===== src/rtl/synth_pkg.sv =====
// rtl/synth_pkg.sv - shared widths and FSM state type for the sine table reader
package synth_pkg;

    localparam int PHASE_W_DEF = 24;
    localparam int TABLE_AW    = 9;
    localparam int SAMPLE_W    = 16;

    typedef enum logic [1:0] {
        ST_IDLE    = 2'd0,
        ST_READ    = 2'd1,
        ST_CAPTURE = 2'd2
    } state_t;

endpackage


===== src/rtl/sample_scaler.sv =====
// rtl/sample_scaler.sv - offset-binary table word to signed sample, scaled by volume/256
module sample_scaler
    import synth_pkg::*;
(
    input  logic [SAMPLE_W-1:0] i_rdata,
    input  logic [7:0]          i_volume,
    output logic [SAMPLE_W-1:0] o_sample
);

    logic [SAMPLE_W-1:0] w_s;
    logic signed [23:0]  w_s_ext;
    logic signed [23:0]  w_vol_ext;
    logic signed [23:0]  w_prod;

    // 16x8 product magnitude stays below 2^23, so 24 bits never overflow
    assign w_s       = i_rdata ^ 16'h8000;
    assign w_s_ext   = {{8{w_s[SAMPLE_W-1]}}, w_s};
    assign w_vol_ext = {16'd0, i_volume};
    assign w_prod    = w_s_ext * w_vol_ext;
    assign o_sample  = SAMPLE_W'(w_prod >>> 8);

endmodule


===== src/rtl/sin_table_reader.sv =====
// rtl/sin_table_reader.sv - phase accumulator driving a registered-read sine RAM
module sin_table_reader
    import synth_pkg::*;
#(
    parameter int PHASE_W = PHASE_W_DEF
) (
    input  logic                i_clk,
    input  logic                i_rst,
    input  logic                i_sample_tick,
    input  logic [PHASE_W-1:0]  i_ftw,
    input  logic                i_phase_sync,
    input  logic [7:0]          i_volume,
    output logic [TABLE_AW-1:0] o_ram_addr,
    output logic [SAMPLE_W-1:0] o_ram_wdata,
    input  logic [SAMPLE_W-1:0] i_ram_rdata,
    output logic                o_ce,
    output logic                o_re,
    output logic                o_we,
    output logic [SAMPLE_W-1:0] o_sample_out,
    output logic                o_sample_valid,
    output logic                o_busy,
    output logic                o_overrun,
    input  logic                i_overrun_clr
);

    state_t                r_state;
    state_t                w_state_nxt;
    logic [PHASE_W-1:0]    r_phase;
    logic [PHASE_W-1:0]    w_phase_sum;
    logic [TABLE_AW-1:0]   r_ram_addr;
    logic [SAMPLE_W-1:0]   r_sample_out;
    logic                  r_sample_valid;
    logic                  r_overrun;
    logic                  w_tick_accept;
    logic                  w_tick_drop;
    logic                  w_capture;
    logic [SAMPLE_W-1:0]   w_scaled;

    sample_scaler u_scaler (
        .i_rdata  (i_ram_rdata),
        .i_volume (i_volume),
        .o_sample (w_scaled)
    );

    assign w_phase_sum = r_phase + i_ftw;

    // phase_sync overrides everything: it aborts a read and swallows a same-cycle tick
    always_comb begin
        w_state_nxt   = r_state;
        w_tick_accept = 1'b0;
        w_tick_drop   = 1'b0;
        w_capture     = 1'b0;
        if (i_phase_sync) begin
            w_state_nxt = ST_IDLE;
        end else begin
            case (r_state)
                ST_IDLE: begin
                    if (i_sample_tick) begin
                        w_tick_accept = 1'b1;
                        w_state_nxt   = ST_READ;
                    end
                end
                ST_READ: begin
                    w_tick_drop = i_sample_tick;
                    w_state_nxt = ST_CAPTURE;
                end
                ST_CAPTURE: begin
                    w_tick_drop = i_sample_tick;
                    w_capture   = 1'b1;
                    w_state_nxt = ST_IDLE;
                end
                default: w_state_nxt = ST_IDLE;
            endcase
        end
    end

    always_ff @(posedge i_clk or posedge i_rst) begin
        if (i_rst) begin
            r_state        <= ST_IDLE;
            r_phase        <= '0;
            r_ram_addr     <= '0;
            r_sample_out   <= '0;
            r_sample_valid <= 1'b0;
            r_overrun      <= 1'b0;
        end else begin
            r_state        <= w_state_nxt;
            r_sample_valid <= w_capture;
            if (i_phase_sync) begin
                r_phase    <= '0;
                r_ram_addr <= '0;
            end else if (w_tick_accept) begin
                r_phase    <= w_phase_sum;
                r_ram_addr <= w_phase_sum[PHASE_W-1 -: TABLE_AW];
            end
            if (w_capture) begin
                r_sample_out <= w_scaled;
            end
            if (w_tick_drop) begin
                r_overrun <= 1'b1;
            end else if (i_overrun_clr) begin
                r_overrun <= 1'b0;
            end
        end
    end

    assign o_ram_addr     = r_ram_addr;
    assign o_ram_wdata    = '0;
    assign o_ce           = (r_state == ST_READ);
    assign o_re           = (r_state == ST_READ);
    assign o_we           = 1'b0;
    assign o_sample_out   = r_sample_out;
    assign o_sample_valid = r_sample_valid;
    assign o_busy         = (r_state != ST_IDLE);
    assign o_overrun      = r_overrun;

endmodule


===== config.mk =====
export PLATFORM = sky130hd
export DESIGN_NAME = sin_table_reader
export DESIGN_NICKNAME = d
export VERILOG_FILES = /design/src/rtl/synth_pkg.sv /design/src/rtl/sample_scaler.sv /design/src/rtl/sin_table_reader.sv
export SDC_FILE = /design/constraint.sdc
export NUM_CORES = 1
export LEC_CHECK = 0
export ABC_CLOCK_PERIOD_IN_PS = 3450
export CORE_ASPECT_RATIO = 0.5
export CORE_MARGIN = 8
export CORE_UTILIZATION = 45
export CTS_CLUSTER_SIZE = 12
export DETAILED_ROUTE_END_ITERATION = 10
export GPL_TIMING_DRIVEN = 0
export PLACE_DENSITY = 0.67
export REMOVE_ABC_BUFFERS = 1
export SYNTH_ARGS = -nofsm -noshare
export SYNTH_HDL_FRONTEND = slang
export SYNTH_SLANG_ARGS = --single-unit

===== constraint.sdc =====
create_clock -name i_clk -period 3.45 [get_ports i_clk]
set_input_delay 0.5175 -clock i_clk [delete_from_list [all_inputs] [get_ports i_clk]]
set_output_delay 0.5175 -clock i_clk [all_outputs]
set_load 0.02 [all_outputs]

Word level (Yosys, flattened, before mapping)

Cells that the tools add are included.

Output and inout bits: 47
Flip-flop bits (word level): 53
Word-level logic and storage cells: 33

Equality and inequality tests: 3
Add/subtract/negate cells: 1
Multiplexer cells: 16
Multiply operators: 1
Bitwise operators: 1
Reductions and logical operators: 5

Operator list:

| cell                                                            | number |
|---|---|
| 24-bit 2-to-1 mux                                               | 2 |
| 24-bit adder                                                    | 1 |
| 16-bit by 9-bit multiplier with 24-bit output                   | 1 |
| 9-bit 2-to-1 mux                                                | 2 |
| 1-bit 2-to-1 mux                                                | 9 |
| 2-bit nonzero test                                              | 3 |
| 2-bit 2-to-1 mux                                                | 2 |
| 2-bit one-hot mux with 2 select lines                           | 1 |
| 3-bit != test, second input constant                            | 1 |
| 2-bit by 1-bit == test with 1-bit output, second input constant | 1 |
| 2-bit == test, second input constant                            | 1 |
| 2-bit logical NOT                                               | 1 |
| 2-bit OR reduction                                              | 1 |
| 1-bit inverter                                                  | 1 |

Longest topological paths before layout

Depth in word-level cells: 5
Gate-level depth with buffers: 18

Modules after synthesis

Synthesis repeated with hierarchy kept, for this count alone.

Cells, all modules: 815
Area total of the unflattened synthesis: 7328.3 um^2

By module, submodules not included:

| module           | seq. area each (um^2) | cells an instance | area each (um^2) | instances |
|---|---|---|---|---|
| sample_scaler    | 0.0                   | 505               | 4314.1           | 1 |
| sin_table_reader | 1101.1                | 310               | 3014.1           | 1 |

Worst setup path after synthesis

OpenSTA, ideal clock, no wires.

Path type: input to register
From: in i_volume[1]
To: reg r_sample_out[14], in the netlist o_sample_out[14]
Setup time: 0.130 ns
Arrival time: 4.545 ns
Buffers on the path: 1
Stages: 17
Data required time: 3.320 ns
Path slack: -1.225 ns
Cells stage by stage: clkbuf_1 nand2_1 fa_1 inv_1 fa_1 fa_1 inv_1 fa_1 inv_1 ha_1 a21o_1 a21o_1 a2111oi_0 nor3_1 a41oi_2 xnor2_1 o21ai_1

Word-level cells in the longest chain between the ends: 1

RTL lines:

| what                                          | line                   | RTL |
|---|---|---|
| start: declaration                            | sin_table_reader.sv:12 | `input logic [7:0] i_volume,` |
| 16-bit by 9-bit multiplier with 24-bit output | sample_scaler.sv:19    | `assign w_prod = w_s_ext * w_vol_ext;` |
| end signal: assignment                        | sin_table_reader.sv:96 | `r_sample_out <= w_scaled;` |
| end: declaration                              | sin_table_reader.sv:31 | `logic [SAMPLE_W-1:0] r_sample_out;` |

No other way between the ends.
A chain may end at the register's enable or synchronous reset.

Worst setup path after layout

From: in i_ram_rdata[15]
To: reg r_sample_out[14], in the netlist o_sample_out[14]

Word-level cells in the longest chain between the ends: 2

RTL lines:

| what                                          | line                   | RTL |
|---|---|---|
| start: declaration                            | sin_table_reader.sv:15 | `input logic [SAMPLE_W-1:0] i_ram_rdata,` |
| 1-bit inverter (no line)                      | --                     |  |
| 16-bit by 9-bit multiplier with 24-bit output | sample_scaler.sv:19    |  |

No other way between the ends.

==> key figures <==
Status
  – Outcome: finished with violations
  – Failing checks: negative setup slack

Setup path
  – CP Data Arrival Time: ~4.4 ns
  – CP startpoint kind: input port
  – Worst r2r src: r_phase[0]
  – Capture point of the worst reg-to-reg path: r_phase[22]
  – Critical path's most frequent cell: fa_1
  – Max stage delay on crit path: 0.52 ns
  – Worst Path Required: around 3.6 ns
  – R2R setup slack: 0.59 ns
  – Crit. End Element: flip-flop
  – R2R depth: 9
  – Cell Chain, Critical Path: buf_8, nand2b_4, fa_2, buf_6, fa_1, inv_2, fa_1, inv_1, fa_1, inv_2, ha_4, a21oi_4, nand2b_4, a2111oi_4, nor3_2, a41oi_4, xnor2_1, o21ai_1
  – Slowest CP cell: fa_1
  – Max Fanout on Critical Path: 8
  – Class of the most critical setup path: in -> reg

Timing
  – Worst slew pin tran: 1.003 ns
  – Slew Limit Fails: 0
  – Tcrit/Tclk final: 1.230
  – Max Clock Freq: 235.7 MHz
  – Final TNS setup: -10.21 ns
  – Hold Vio Cnt, Final: 0
  – Clk_skew: between 0.01 and 0.015 ns
  – Final setup viols: 16
  – Fin Hold WS: 0.4784 ns
  – Setup WS post-layout: -0.7922 ns
  – Minimum clock period: ~4.2 ns
  – Slew margin rel.: 0.3295
  – RSZ-0062 raised after global routing: yes

Worst hold path
  – Hold WC Path Type: reg -> reg
  – Hold depth: 2
  – Hold endpoint: o_sample_out[2]
  – Worst hold start: o_sample_out[2]

Cells and area
  – Layout Utilization: 0.5858
  – Nets@finish: 1210
  – Diode count: 0
  – Fraction of layout cells with a size suffix above 1: 0.1619
  – P&R area growth vs syn: 27.22%

Placed design
  – Place WS: -2.323 ns
  – GP Congestion: between 0.8 and 0.9
  – Hpwl dp: between 10 and 15 mm
  – Count of input and output buffers: 82

Yosys
  – Post-synthesis cell type count: between 60 and 70
  – Main synth FF type: dfrtp_1
  – Synth Instances: a little under 900
  – Synth warn: 0
  – #FFs+latches synth: 44
  – Mean Syn Cell Area: ~8.5 um^2
  – Mapped cell area: around 0.0076 mm^2
  – Ys async rst share: 1.000
  – Number of synthesized flops with an enable pin: 0
  – Register area share after synthesis: 0.1455

Floorplan
  – Initial Utilization: 0.4605
  – Core area: 0.01643 mm^2
  – I/O pin total: 100
  – Die ar.: roughly 0.021 mm^2
  – Die Wd: 199.4 um
  – Die height: 107.7 um
  – Site Rows: 33

Clocking
  – Worst skew pair latency: 0.29 ns
  – Clock root cell: clkbuf_16
  – Clk buf depth: 2
  – CTS tree: built
  – Hold buffers post-CTS: 0
  – Clk pin slew, worst setup/hold paths: roughly 0.06 ns
  – Sink Count: 44
  – CTS Buf Count: 5
  – Htree depth: 2

Route
  – Vias per Instance: 5.041
  – Vias: between 6000 and 7000
  – Pre-antenna DRT Iters: 7
  – Post-Route WL: roughly 19 mm
  – Remaining antenna violation count: 0
  – Detailed Route Iter0 Violations: 236
  – DR WL/cell: roughly 16 um
  – Post-route DRC: 0

Global route
  – GRT Residual Overflow: 0
  – Gr usage total: 0.1825
  – Number of global-route vias before repair: roughly 6400
  – Initial antenna violation count: 0
  – Largest net degree at the start of global routing: 36
  – First-pass GRT wire length: between 30 and 40 mm

Pwr
  – Pwr dens: slightly below 700 mW/mm^2
  – Pwr Total: between 0.006 and 0.007 W
  – VDD IR-drop max: between 0.0003 and 0.0004 V
  – Leak: 4.739 nW

Flow run
  – Max Cap Viol: 0
-- where the power goes --
part	leakage (nW)	switching, W	internal [W]
sequential	0.577	0.0000748	0.000645
clock	0.0808	0.000210	0.000341
combinational	4.08	0.00271	0.00258
total	4.74	0.00300	0.00356
-- routing by layer --
metal  up-vias  share of wire  GRT usage
met5         -              0          0
met4         0         0.0074    0.03185
met3        11          0.042    0.02902
met2       101           0.50     0.3324
met1      3019           0.45     0.2289
li1       2994              -          -
-- sequential cells by signal, indices dropped and copies added (netlist names) --
name / count
o_sample_out: 16
o_sample_valid: 1
o_overrun: 1
r_state: 2
r_phase: 24
-- worst max-delay path: cells and delay by family --
family,cells,cell delay [ns]
adder cells (fa/ha/maj),5,2.21
AND/OR/NAND/NOR,3,0.32
XOR/XNOR,1,0.16
AO/OA/AOI/OAI,4,0.80
buffers and inverters,5,0.39
-- layout by cell type, fill, tap and decap left out, types with 6 or more instances in the layout --
cell,count
buf_4,29
clkdlybuf4s50_1,58
o211ai_1,6
nand2_2,7
nor3_1,7
ha_4,12
buf_12,11
nand2_1,116
a21oi_1,37
nor2_1,27
dfrtp_1,44
and3_1,6
ha_1,58
nand3_1,11
and2_4,9
inv_2,11
o21ai_1,16
o21a_1,8
o21ai_0,14
fa_2,8
xnor2_1,21
buf_6,13
a21o_1,13
o21bai_1,7
and2_1,47
a211oi_1,6
xor2_1,9
inv_1,152
fa_1,92
nand4_1,7
conb_1,17
-- per-stage QoR --
| step | area, um^2 | instances |
|---|---|---|
| floorplan | 7341 | 860 |
| global placement | 8446 | 1169 |
| detailed placement | 8466 | 1170 |
| CTS | 9520 | 1210 |
| global route | 9627 | 1215 |
| finish | 9627 | 1215 |
-- worst max path at each step --
stage               startpoint               end  slack, ns
4_1_cts        i_ram_rdata[15]  o_sample_out[14]      -0.80
3_3_place_gp       i_volume[3]  o_sample_out[14]      -2.28
6_report       i_ram_rdata[15]  o_sample_out[14]      -0.79
3_5_place_dp       i_volume[0]  o_sample_out[14]      -2.32
2_1_floorplan  i_ram_rdata[15]  o_sample_out[14]      -1.05
5_1_grt        i_ram_rdata[10]  o_sample_out[14]      -0.94
-- synthesized netlist by cell type, types with 8 or more instances --
master / count / area [um^2]
ha_1: 70 / 875.8
o21ai_0: 19 / 95.09
nand2b_1: 8 / 50.05
nor2_1: 28 / 105.1
nor3_1: 9 / 45.04
nand3_1: 11 / 55.05
clkbuf_1: 20 / 75.07
o21ai_1: 13 / 65.06
fa_1: 100 / 2002
o21a_1: 9 / 67.56
xor2_1: 10 / 87.58
buf_4: 27 / 202.7
dfrtp_1: 44 / 1101
inv_1: 163 / 611.8
xnor2_1: 22 / 192.7
and2_1: 56 / 350.3
nand2_1: 125 / 469.2
a21o_1: 13 / 97.59
a21oi_1: 41 / 205.2
-- final cells by class --
class,count,area (um^2)
clock buffer,6,128.9
timing repair buffer,120,1340
fill,1451,6807
tap,227,284.0
multi-input combinational,652,6122
clock inverter,2,35.03
inverter,164,615.6
sequential,44,1101
-- what timing repair did --
action                                  in CTS  in global routing
resized for setup                          283                 18
endpoints found under the setup margin      16                 17
cloned                                       4                  0
setup buffers                               28                  5
pin swaps                                   36                  9
-- cells by family after synthesis --
logic type | Yosys count | synth area share
simple gates | 278 | 0.1792
buf+inv | 213 | 0.1192
fa+ha+maj | 170 | 0.3803
compound gates | 151 | 0.1326
flops | 44 | 0.1455
xor+xnor | 32 | 0.03704
mux | 4 | 0.005622
other cells | 1 | 0.0004956
No activity file was read; power rests on OpenSTA's default activity.
==> variant: new RTL, same settings <==
Register the inputs `i_sample_tick`, `i_ftw`, `i_phase_sync`, `i_volume`, `i_ram_rdata` and `i_overrun_clr` before use, cleared by the reset. The logic sees them one clock later.
--- a/src/rtl/sin_table_reader.sv
+++ b/src/rtl/sin_table_reader.sv
@@ -24,4 +24,29 @@
 );
 
+    logic i_sample_tick_q;
+    logic [PHASE_W-1:0] i_ftw_q;
+    logic i_phase_sync_q;
+    logic [7:0] i_volume_q;
+    logic [SAMPLE_W-1:0] i_ram_rdata_q;
+    logic i_overrun_clr_q;
+
+    always_ff @(posedge i_clk or posedge i_rst) begin
+        if (i_rst) begin
+            i_sample_tick_q <= '0;
+            i_ftw_q         <= '0;
+            i_phase_sync_q  <= '0;
+            i_volume_q      <= '0;
+            i_ram_rdata_q   <= '0;
+            i_overrun_clr_q <= '0;
+        end else begin
+            i_sample_tick_q <= i_sample_tick;
+            i_ftw_q         <= i_ftw;
+            i_phase_sync_q  <= i_phase_sync;
+            i_volume_q      <= i_volume;
+            i_ram_rdata_q   <= i_ram_rdata;
+            i_overrun_clr_q <= i_overrun_clr;
+        end
+    end
+
     state_t                r_state;
     state_t                w_state_nxt;
@@ -38,10 +63,10 @@
 
     sample_scaler u_scaler (
-        .i_rdata  (i_ram_rdata),
-        .i_volume (i_volume),
+        .i_rdata  (i_ram_rdata_q),
+        .i_volume (i_volume_q),
         .o_sample (w_scaled)
     );
 
-    assign w_phase_sum = r_phase + i_ftw;
+    assign w_phase_sum = r_phase + i_ftw_q;
 
     // phase_sync overrides everything: it aborts a read and swallows a same-cycle tick
@@ -51,10 +76,10 @@
         w_tick_drop   = 1'b0;
         w_capture     = 1'b0;
-        if (i_phase_sync) begin
+        if (i_phase_sync_q) begin
             w_state_nxt = ST_IDLE;
         end else begin
             case (r_state)
                 ST_IDLE: begin
-                    if (i_sample_tick) begin
+                    if (i_sample_tick_q) begin
                         w_tick_accept = 1'b1;
                         w_state_nxt   = ST_READ;
@@ -62,9 +87,9 @@
                 end
                 ST_READ: begin
-                    w_tick_drop = i_sample_tick;
+                    w_tick_drop = i_sample_tick_q;
                     w_state_nxt = ST_CAPTURE;
                 end
                 ST_CAPTURE: begin
-                    w_tick_drop = i_sample_tick;
+                    w_tick_drop = i_sample_tick_q;
                     w_capture   = 1'b1;
                     w_state_nxt = ST_IDLE;
@@ -86,5 +111,5 @@
             r_state        <= w_state_nxt;
             r_sample_valid <= w_capture;
-            if (i_phase_sync) begin
+            if (i_phase_sync_q) begin
                 r_phase    <= '0;
                 r_ram_addr <= '0;
@@ -98,5 +123,5 @@
             if (w_tick_drop) begin
                 r_overrun <= 1'b1;
-            end else if (i_overrun_clr) begin
+            end else if (i_overrun_clr_q) begin
                 r_overrun <= 1'b0;
             end
Formal check against the unedited RTL: not equivalent (Yosys sat finds a counterexample within 4 cycles, from zero or initial values and one cycle with i_rst high).
==> variant against the unedited design <==
  * The flow still finishes with violations (setup timing)
  * Setup slack got worse by 410 ps
  * Routed wire length decreased by 6.4%
  * Synthesized cell count decreased by 1.8%
  * Sequential power increased by 93%
  * Sequential share of layout area increased by 12 points
  * Final cell count increased by 2.7%
  * Die area increased by 11%
  * Sequential cell count increased by 51
  * Area after synthesis increased by 12%
  * Power decreased by 1.1%
  * Design area increased by 7.2%
  * Via count decreased by 0.44%
  * Critical path type is now register to register
  * Critical endpoint is now o_sample_out[12]
==> variant: results <==
{
  "cp.arrival_ps": 4870,
  "finalClockSkew_ps": 6.42,
  "dpl.cell_count": 1190,
  "timing.final.ws_setup_ps": -1210,
  "grt_usage_pct": 16.2,
  "synth-xor-area-share_pct": 3.82,
  "grt_pass1_wl_um": 31400,
  "drive_gt1_share_pct": 12.9,
  "synth_area_leaders": "dfrtp_1 28%, fa_1 24%, ha_1 10%",
  "status": "finished, violations left",
  "grt_max_degree": 72,
  "timing.rr.start": "i_volume_q[0]",
  "endpoint": "o_sample_out[12]",
  "grt_pass1_vias": 6757,
  "synth_cell_type_count": 54,
  "p_per_area_nw_per_um2": 629,
  "met3_usage_pct": 3.86,
  "instances_no_fill": 1248,
  "synth_mux_area_share_pct": 0.133,
  "first_pass_iters": 4,
  "violations": "setup timing",
  "vdd_ir_drop_max_mv": 0.412,
  "gp_congestion": 0.819,
  "nets": 1207,
  "setup_viol": 16,
  "worstSkewPairLatency_ps": 360
}
-- variant: cell types whose count changed in the layout (fill, tap and decap cells not counted), sizes merged, moves of 4 or more --
cell	change
a211o	-4
a21o	+4
a22o	+5
a31oi	-7
buf	-19
clkdlybuf4s50	+24
dfrtp	+51
inv	-5
nand2	-9
nor3b	-4
o21a	-7
o21ai	-4
o21bai	-5
xor2	+4
-- variant: area by class of cell --
| class | count | area (sq um) |
|---|---|---|
| fill | 1626 | 8120 |
| multi-input combinational | 597 | 5500 |
| sequential | 95 | 2400 |
| timing repair buffer | 125 | 1210 |
| inverter | 156 | 588 |
| tap | 259 | 324 |
| clock buffer | 9 | 225 |
| clock inverter | 7 | 65.1 |
-- variant: what timing repair did --
item / in CTS / in global routing
hold endpoints to repair: 0 / 0
setup buffers: 40 / 2
hold buffers: 0 / 0
endpoints found under the setup margin: 16 / 16
pin swaps: 38 / 7
resized for setup: 61 / 5
